==> config.mk <==
export PLATFORM = sky130hd
export DESIGN_NAME = div_seq
export DESIGN_NICKNAME = d
export VERILOG_FILES = /design/src/rtl/div_seq.sv
export SDC_FILE = /design/constraint.sdc
export NUM_CORES = 1
export LEC_CHECK = 0
export ABC_AREA = 1
export BUFFER_PORTS_ARGS = -buffer_cell sky130_fd_sc_hd__clkbuf_2
export CELL_PAD_IN_SITES_DETAIL_PLACEMENT = 0
export CELL_PAD_IN_SITES_GLOBAL_PLACEMENT = 1
export CORE_MARGIN = 2
export CORE_UTILIZATION = 25
export CTS_BUF_LIST = sky130_fd_sc_hd__clkbuf_8
export CTS_CLUSTER_DIAMETER = 80
export DETAILED_ROUTE_END_ITERATION = 10
export PLACE_DENSITY = 0.53
export SLEW_MARGIN = 10
export SYNTH_ARGS = -nofsm -noshare
export SYNTH_HDL_FRONTEND = slang
export SYNTH_SLANG_ARGS = --single-unit
==> constraint.sdc <==
create_clock -name clk -period 7.75 [get_ports clk]
set_clock_uncertainty 0.1 [all_clocks]
set_input_delay 1.1625 -clock clk [delete_from_list [all_inputs] [get_ports clk]]
set_output_delay 1.1625 -clock clk [all_outputs]
set_load 0.1 [all_outputs]
==> src/rtl/div_seq.sv <==
// Multi-cycle restoring divider for DIV/DIVU: one quotient bit per cycle.
// Raises a stall request to EX until {remainder, quotient} is ready.
module div_seq #(
   parameter int DATA_W = 32
) (
   input  logic                clk,
   input  logic                rst,
   input  logic                start_i,
   input  logic                annul_i,
   input  logic                signed_div_i,
   input  logic [DATA_W-1:0]   opdata1_i,
   input  logic [DATA_W-1:0]   opdata2_i,
   output logic [2*DATA_W-1:0] result_o,
   output logic                ready_o,
   output logic                stallreq_o
);

   localparam int CNT_W = $clog2(DATA_W) + 1;

   typedef enum logic [1:0] {S_FREE, S_BYZERO, S_ON, S_END} state_t;

   state_t              r_state;
   state_t              w_next;
   logic [CNT_W-1:0]    r_cnt;
   logic [DATA_W-1:0]   r_rem;
   logic [DATA_W-1:0]   r_dvd;
   logic [DATA_W-1:0]   r_dvs;
   logic                r_neg1;
   logic                r_neg2;
   logic [2*DATA_W-1:0] r_result;
   logic                r_ready;

   logic                w_neg1;
   logic                w_neg2;
   logic [DATA_W-1:0]   w_abs1;
   logic [DATA_W-1:0]   w_abs2;
   logic [DATA_W:0]     w_shift;
   logic                w_ge;
   logic [DATA_W-1:0]   w_diff;
   logic [DATA_W-1:0]   w_quot_fix;
   logic [DATA_W-1:0]   w_rem_fix;
   logic                w_last;

   assign w_neg1 = signed_div_i & opdata1_i[DATA_W-1];
   assign w_neg2 = signed_div_i & opdata2_i[DATA_W-1];
   assign w_abs1 = w_neg1 ? ('0 - opdata1_i) : opdata1_i;
   assign w_abs2 = w_neg2 ? ('0 - opdata2_i) : opdata2_i;

   // Partial remainder stays below the divisor, so the low DATA_W bits of the difference are exact.
   assign w_shift    = {r_rem, r_dvd[DATA_W-1]};
   assign w_ge       = (w_shift >= {1'b0, r_dvs});
   assign w_diff     = w_shift[DATA_W-1:0] - r_dvs;
   assign w_quot_fix = (r_neg1 ^ r_neg2) ? ('0 - r_dvd) : r_dvd;
   assign w_rem_fix  = r_neg1 ? ('0 - r_rem) : r_rem;
   assign w_last     = (r_cnt == CNT_W'(DATA_W));

   always_ff @(posedge clk or posedge rst) begin
      if (rst) r_state <= S_FREE;
      else     r_state <= w_next;
   end

   always_comb begin
      w_next = r_state;
      case (r_state)
         S_FREE:   if (start_i && !annul_i) w_next = (opdata2_i == '0) ? S_BYZERO : S_ON;
         S_BYZERO: w_next = S_END;
         S_ON: begin
            if (annul_i)     w_next = S_FREE;
            else if (w_last) w_next = S_END;
         end
         S_END:    if (!start_i || annul_i) w_next = S_FREE;
         default:  w_next = S_FREE;
      endcase
   end

   always_comb begin
      result_o   = r_result;
      ready_o    = r_ready;
      stallreq_o = start_i & ~r_ready & ~annul_i;
   end

   always_ff @(posedge clk or posedge rst) begin
      if (rst) begin
         r_cnt    <= '0;
         r_rem    <= '0;
         r_dvd    <= '0;
         r_dvs    <= '0;
         r_neg1   <= 1'b0;
         r_neg2   <= 1'b0;
         r_result <= '0;
         r_ready  <= 1'b0;
      end else begin
         case (r_state)
            S_FREE: begin
               if (start_i && !annul_i) begin
                  r_cnt  <= '0;
                  r_rem  <= '0;
                  r_dvd  <= w_abs1;
                  r_dvs  <= w_abs2;
                  r_neg1 <= w_neg1;
                  r_neg2 <= w_neg2;
               end
            end
            S_BYZERO: begin
               r_result <= '0;
               r_ready  <= 1'b1;
            end
            S_ON: begin
               if (!annul_i) begin
                  if (w_last) begin
                     r_result <= {w_rem_fix, w_quot_fix};
                     r_ready  <= 1'b1;
                  end else begin
                     r_cnt <= r_cnt + 1'b1;
                     r_rem <= w_ge ? w_diff : w_shift[DATA_W-1:0];
                     r_dvd <= {r_dvd[DATA_W-2:0], w_ge};
                  end
               end
            end
            S_END: begin
               if (!start_i || annul_i) begin
                  r_result <= '0;
                  r_ready  <= 1'b0;
               end
            end
            default: ;
         endcase
      end
   end

endmodule

==> impl_results.md, run 1 <==
- HP Start: result_o[52]$_DFFE_PP0P_
- Maximum VDD drop: 0.160 mV
- DIE WIDTH: 233 um
- Initial Util: 0.254
- Critical Path Most Common Cell: clkbuf_2
- Antenna violations before repair: 0
- Mapped Nets: 2145
- Status: completed
- EDFF count, synth: 0
- Most frequent cell after synthesis: nand2_1
- Leak: 7.53 nW
- Final period util: 0.436
- CTS tree: yes
- Post-Route WL: 49200 um
- Gate count of the mapped netlist: 2037
- Sink Count: 171
- Reg2Reg Setup Slack: 4380 ps
- Worst Setup SP: annul_i
- FF-to-FF path depth: 10
- Total CTS buffers: 17
- DR WL/cell: 17.4 um
- Seq/Total Area, Yosys: 0.327
- H-Tree Depth: 4
- Nature of the critical path startpoint: input port
- Setup Fix Bufs, Post-CTS: 0
- Crit-path slowest cell: clkbuf_2
- Endpoints failing hold: 0
- Tot GR Track Use: 0.184
- WHS Endpoint: result_o[52]$_DFFE_PP0P_
- Post-detail-place hpwl: 39100 um
- Actual slew at the worst max-slew pin: 1080 ps
- Worst hold path type: register to register
- Latest clock arrival within the worst-skew pair: 520 ps
- Crit path arrival time: 2110 ps
- CP bufs+invs: 3
- Post-route DRC: 0
- Hold depth: 2
- Post-synth ARST share: 1.00
- Crit-path cells: clkbuf_2 > inv_1 > nand2_1 > nor2_1 > clkbuf_2
- Top FF cell, synth: dfrtp_1
- CP endpoint kind: primary output
- Antenna Cells: 0
- Vias per cell: 4.62
- Iteration-0 DRC Markers: 797
- GPL Wtd Cong: 0.902
- Mapped Area: 13100 sq um
- Die Area: 54100 sq um
- Port-buffer cells: 134
- Rows: 83
- CP delay by family, top: buffers and inverters
- CTS clk-pin slew, worst paths: 90 ps
- RR Startpoint: r_neg1$_DFFE_PP0P_
- R2R Path End: result_o[29]$_DFFE_PP0P_
- CTS Hold Bufs: 0
- Top cells by instance count after synthesis: 620 x nand2_1, 277 x inv_1, 206 x nor2_1, 187 x nand3_1, 171 x dfrtp_1
- Maximum fanout along the worst path: 4
- Area growth, synth to finish: 12.7%
- # resized after CTS: 0
- Pwr Total: 7.29 mW
- Layout cells sized above 1: 0.104
- Fin Setup TNS: 0 ps
- Post-synth top area share: 0.327
- Die H: 233 um
- Antenna Nets Post-Route: 0
- Max incr delay on CP: 460 ps
- Critical path class: input port to primary output
- Clock buffer depth: 2
- Vias in the first global route: 12400
- RSZ-0062 raised after global routing: no
- Core area: 51500 sq um
- # setup viols final: 0
- Max-slew violations: 0
- Root buffer cell: clkbuf_8
- Largest net degree at the start of global routing: 74
- Register bit total from synthesis: 171
- I/O Pins: 135
- First-pass GRT wire length: 75600 um
- Overflow after GRT: 0
- Nets: 2244
- Max-slew headroom: 0.279
- DRT Pass-1 Iters: 5
- PD cells: 495 nW/um^2
- CP required: 6490 ps
- Largest area contributor in the netlist: dfrtp_1
- Maxcap violations: 0
- Yosys warnings: 0
- Via count: 13100
- Synth unique cells: 47
- Top cells by area, synth: dfrtp_1 33%, nand2_1 18%, inv_1 8.0%
- Synth Area per Inst: 6.41 sq um
- Final worst path period need: 3380 ps
- Max Fclk: 296 MHz
-- sequential cells by signal (all words and copies together), names as in the netlist --
name and flops:
r_dvd 32, r_rem 32, result_o 64, r_state 2, r_neg1 1, r_neg2 1
ready_o 1, r_cnt 6, r_dvs 32
-- worst register-to-register path, stage by stage, from the launching register on --
cell and delay, ps:
dfrtp_1 370, buf_4 240, inv_1 540, nand2_1 100, nand2_1 560, inv_1 630
o31ai_1 250, nand2_1 150, o21ai_0 160, nand2_1 60, o21ai_1 140
-- report_power, final --
part	leakage, nW	switching [mW]	total (mW)	internal [mW]
Sequential	2.20	0.447	1.71	1.26
Combinational	5.13	3.61	4.90	1.29
Clock	0.206	0.380	0.681	0.300
-- cell usage in the layout (no fill, tap or decap), types with 9 or more instances in the layout --
master    Yosys  final
nand2_1     620    620
inv_1       277    278
nor2_1      206    206
nand3_1     187    187
dfrtp_1     171    171
o21ai_0     148    148
clkbuf_2      0    134
a21oi_1      74     74
ha_1         38     38
xor2_1       35     35
nor3_1       34     34
a22oi_1      25     25
nand4_1      24     24
o21ai_1      20     20
xnor2_1      20     20
clkbuf_8      0     19
nor2_2       13     13
nand2_2      12     12
buf_4         7      9
-- worst max-delay path by stage --
| stage | slack, ps | cells after the start | end |
|---|---|---|---|
| after floorplan | 1860 | 1 | r_cnt[0]$_DFFE_PP0P_ |
| after global placement | 4230 | 9 | r_dvd[3]$_DFFE_PP0P_ |
| after detailed placement | 4190 | 9 | r_dvd[3]$_DFFE_PP0P_ |
| after CTS | 4380 | 5 | stallreq_o |
| after global routing | 4040 | 10 | result_o[29]$_DFFE_PP0P_ |
| final | 4370 | 5 | stallreq_o |
-- through the flow --
step / cell area (sq um) / setup WS (ps) / hold WS, ps / std cells / util
6_report: 14700 / 4370 / 385 / 2828 / 0.286
3_5_place_dp: 14300 / 4190 / 366 / 2797 / 0.278
2_1_floorplan: 13100 / 1860 / 349 / 2037 / -
3_3_place_gp: 14300 / 4230 / 365 / 2797 / 0.278
4_1_cts: 14700 / 4380 / 392 / 2828 / 0.286
5_1_grt: 14700 / 4040 / 398 / 2828 / 0.286
-- cell families after synthesis --
| kind of cell | share of synthesized area |
|---|---|
| AND/OR/NAND/NOR | 0.362 |
| adder cells (fa/ha/maj) | 0.0379 |
| AO/OA/AOI/OAI | 0.129 |
| XOR/XNOR | 0.0369 |
| buffers and inverters | 0.107 |
| flip-flops | 0.327 |
-- layer usage --
metal / up-vias / wire length, um / global-route usage
li1: 6711 / - / -
met1: 6079 / 26100 / 0.283
met2: 265 / 20500 / 0.269
met3: 24 / 2090 / 0.0281
met4: 0 / 488 / 0.0338
met5: - / 0 / 0
-- final cells by class --
| type | count | area [sq um] |
|---|---|---|
| Clock buffer | 19 | 262 |
| Clock inverter | 12 | 124 |
| Fill cell | 5886 | 36800 |
| Inverter | 285 | 1070 |
| Multi-Input combinational cell | 1518 | 7400 |
| Sequential cell | 171 | 4280 |
| Tap cell | 680 | 851 |
| Timing Repair Buffer | 143 | 738 |
Power figures use the tool's default switching activity.
==> run 2, diff against run 1 <==
Settings changed: ABC_AREA 1 to 0.
Clock period 7.75 ns to 2.95 ns, I/O delays scaled along.
==> impl_results.md, run 2 <==
- Actual slew at the worst max-slew pin: 783 ps (-298 ps)
- Max Fclk: 351 MHz
- DIE WIDTH: 215 um (-7.6%)
- Final worst path period need: 2850 ps
- Commonest cells after routing, fill and taps aside: 195 x nand2_1, 178 x o21ai_0, 171 x dfrtp_1, 134 x clkbuf_2, 113 x buf_4
- I/O Pins: 135 (unchanged)
- Mapped Nets: 1409 (-34%)
- Maximum fanout along the worst path: 6 (+2)
- FF-to-FF path depth: 13 (+3)
- Status: completed
- DRT Pass-1 Iters: 5 (unchanged)
- Clock buffer depth: 2 (unchanged)
- Rows: 77 (-7.2%)
- Most frequent cell after synthesis: nand2_1
- Tot GR Track Use: 0.157 (-0.0269)
- CP endpoint kind: register
- CP required: 3240 ps (-3250 ps)
- Met2 WL post-DR: 15600 um (-24%)
- DP Worst Slack: -99.3 ps (-4290 ps)
- Latest clock arrival within the worst-skew pair: 510 ps (about the same)
- Crit path arrival time: 3140 ps (+1030 ps)
- EDFF count, synth: 0 (unchanged)
- Post-synth ARST share: 1.00 (unchanged)
- Post-Route WL: 36600 um (-26%)
- Nets: 1615 (-28%)
- Worst setup margin: 102 ps (-4270 ps)
- RR Startpoint: r_dvs[4]$_DFFE_PP0P_
- Post-detail-place hpwl: 27900 um (-29%)
- Maximum VDD drop: 0.427 mV (+170%)
- Nature of the critical path startpoint: register
- Post-synth top area share: 0.385 (+0.0575)
- Largest area contributor in the netlist: dfrtp_1
- Worst Setup SP: r_dvs[4]$_DFFE_PP0P_
- Core area: 44000 sq um (-15%)
- DP Cell Count: 2072 (-26%)
- Largest net degree at the start of global routing: 110 (+49%)
- Sink Count: 171 (unchanged)
- Leak: 6.16 nW (-18%)
- Overflow after GRT: 0 (unchanged)
- RSZ-0062 raised after global routing: yes
- Iteration-0 DRC Markers: 589 (-26%)
- Largest register FFs: 64 (unchanged)
- Worst hold path type: input port to register
- Multi-input logic area: 6480 sq um (-12%)
- Layout cells sized above 1: 0.221 (+0.117)
- Max-slew headroom: 0.478 (+0.199)
- PD cells: 978 nW/um^2 (+98%)
- Reg area: 4280 sq um (unchanged)
- Root buffer cell: clkbuf_8
- Vias per cell: 4.73 (+2.3%)
- Crit-path cells: inv_1 > ha_1 > buf_4 > a21o_1 > a31o_4 > nor2_4 > o221a_4 > o31ai_4 > a31oi_2 > o21a_4 > buf_12 > mux2i_1 > o21ai_1
- DR WL/cell: 17.3 um (-0.41%)
- Reg2Reg Setup Slack: 100 ps (-4280 ps)
- Yosys warnings: 0 (unchanged)
- Top cells by area, synth: dfrtp_1 39%, o21ai_0 8.2%, nand2_1 6.6%
- Die Area: 46200 sq um (-15%)
- Vias in the first global route: 9821 (-21%)
- GPL Wtd Cong: 0.844 (-6.3%)
- R2R Path End: r_rem[2]$_DFFE_PP0P_
- Critical path class: register to register
- Final period util: 0.965
- Synth Area per Inst: 8.54 sq um (+33%)
- Antenna violations before repair: 0 (unchanged)
- Worst setup endpoint: r_rem[2]$_DFFE_PP0P_
- Initial Util: 0.252 (-0.00123)
- Filler cells: 4736 (-20%)
- First-pass GRT wire length: 56800 um (-25%)
- Synth unique cells: 74 (+57%)
- Max incr delay on CP: 350 ps (-110 ps)
- H-Tree Depth: 4 (unchanged)
- DR top layer: met4
- Max-slew violations: 0 (unchanged)
- Gate count of the mapped netlist: 1301 (-36%)
- Maxcap violations: 0 (unchanged)
- Seq/Total Area, Yosys: 0.385 (+0.0575)
- Commonest non-fill, non-tap cell in the layout: nand2_1
- Top FF cell, synth: dfrtp_1
- Crit-path slowest cell: dfrtp_1
- Top cells by instance count after synthesis: 195 x nand2_1, 183 x o21ai_0, 171 x dfrtp_1, 82 x xor2_1, 68 x a21oi_1
- Total CTS buffers: 17 (unchanged)
- Mapped Area: 11100 sq um (-15%)
- Met1 Wirelength: 19400 um (-26%)
- Register bit total from synthesis: 171 (unchanged)
- Port-buffer cells: 134 (unchanged)
- Fin Setup TNS: 0 ps (unchanged)
- CTS tree: yes
- Endpoints failing hold: 0 (unchanged)
- Die H: 215 um (-7.6%)
- CTS clk-pin slew, worst paths: 100 ps (about the same)
- # setup viols final: 0 (unchanged)
- Area growth, synth to finish: 24.3%
- Via count: 9992 (-24%)
- Post-route DRC: 0 (unchanged)
- Antenna Nets Post-Route: 0 (unchanged)
- Fin cells: 2112 (-25%)
- Met3 routed WL: 1150 um (-45%)
-- run 2: cell type report --
class,count,area share
multi-input combinational,1003,0.469
clock inverter,14,0.0105
clock buffer,17,0.0169
timing repair buffer,256,0.124
inverter,58,0.0160
antenna,1,0.000181
sequential,171,0.310
tap,592,0.0536
-- run 2: routing by layer --
layer | vias up | track usage
met2 | 159 | 0.228
li1 | 5067 | -
met1 | 4742 | 0.239
met3 | 24 | 0.0226
met4 | 0 | 0.0431
met5 | - | 0
-- run 2: worst min-delay path by stage --
stage	start	end	slack (ps)	cells after the start
2_1_floorplan	r_dvs[10]$_DFFE_PP0P_	r_dvs[10]$_DFFE_PP0P_	350	2
3_3_place_gp	rst	result_o[30]$_DFFE_PP0P_	240	2
3_5_place_dp	rst	result_o[30]$_DFFE_PP0P_	240	2
4_1_cts	opdata1_i[29]	r_dvd[29]$_DFFE_PP0P_	80	3
5_1_grt	opdata1_i[29]	r_dvd[29]$_DFFE_PP0P_	110	3
6_report	opdata1_i[29]	r_dvd[29]$_DFFE_PP0P_	130	3
-- run 2: timing repair --
action                                  4_1_cts  5_1_grt
endpoints found under the setup margin        4       44
hold buffers                                  1        0
cloned                                        0        4
pin swaps                                     2        6
hold endpoints to repair                     28        0
buffers inserted                              0        3
resized for setup                             2       34
-- run 2: critical path, delay by kind of cell (launching register included) --
kind	cells	cell delay, ps
AO/OA/AOI/OAI	7	1300
buffers and inverters	3	380
adder cells (fa/ha/maj)	1	310
multiplexers	1	200
flip-flops	1	350
AND/OR/NAND/NOR	1	90
-- run 2: kinds of logic after synthesis --
family,share of synthesized area
mux,0.00901
compound gates,0.231
xor+xnor,0.115
buf+inv,0.0458
simple gates,0.170
flops,0.385
fa+ha+maj,0.0446
-- run 2: stage by stage --
| step | total power, mW | hold WS [ps] | cell area [sq um] | utilization |
|---|---|---|---|---|
| after floorplan | 8.32 | 350 | 11100 | - |
| after CTS | 12.9 | 80.6 | 13600 | 0.308 |
| final | 13.5 | 130 | 13800 | 0.314 |
| after detailed placement | 11.1 | 239 | 13200 | 0.299 |
| after global placement | 11.1 | 243 | 13200 | 0.299 |
| after global routing | 14.7 | 110 | 13800 | 0.314 |
-- run 2: power breakdown --
group	total [mW]	leakage (nW)	internal (mW)	switching, mW
logic	8.37	3.70	3.71	4.65
clock network	1.71	0.196	0.749	0.958
registers	3.44	2.26	2.87	0.570
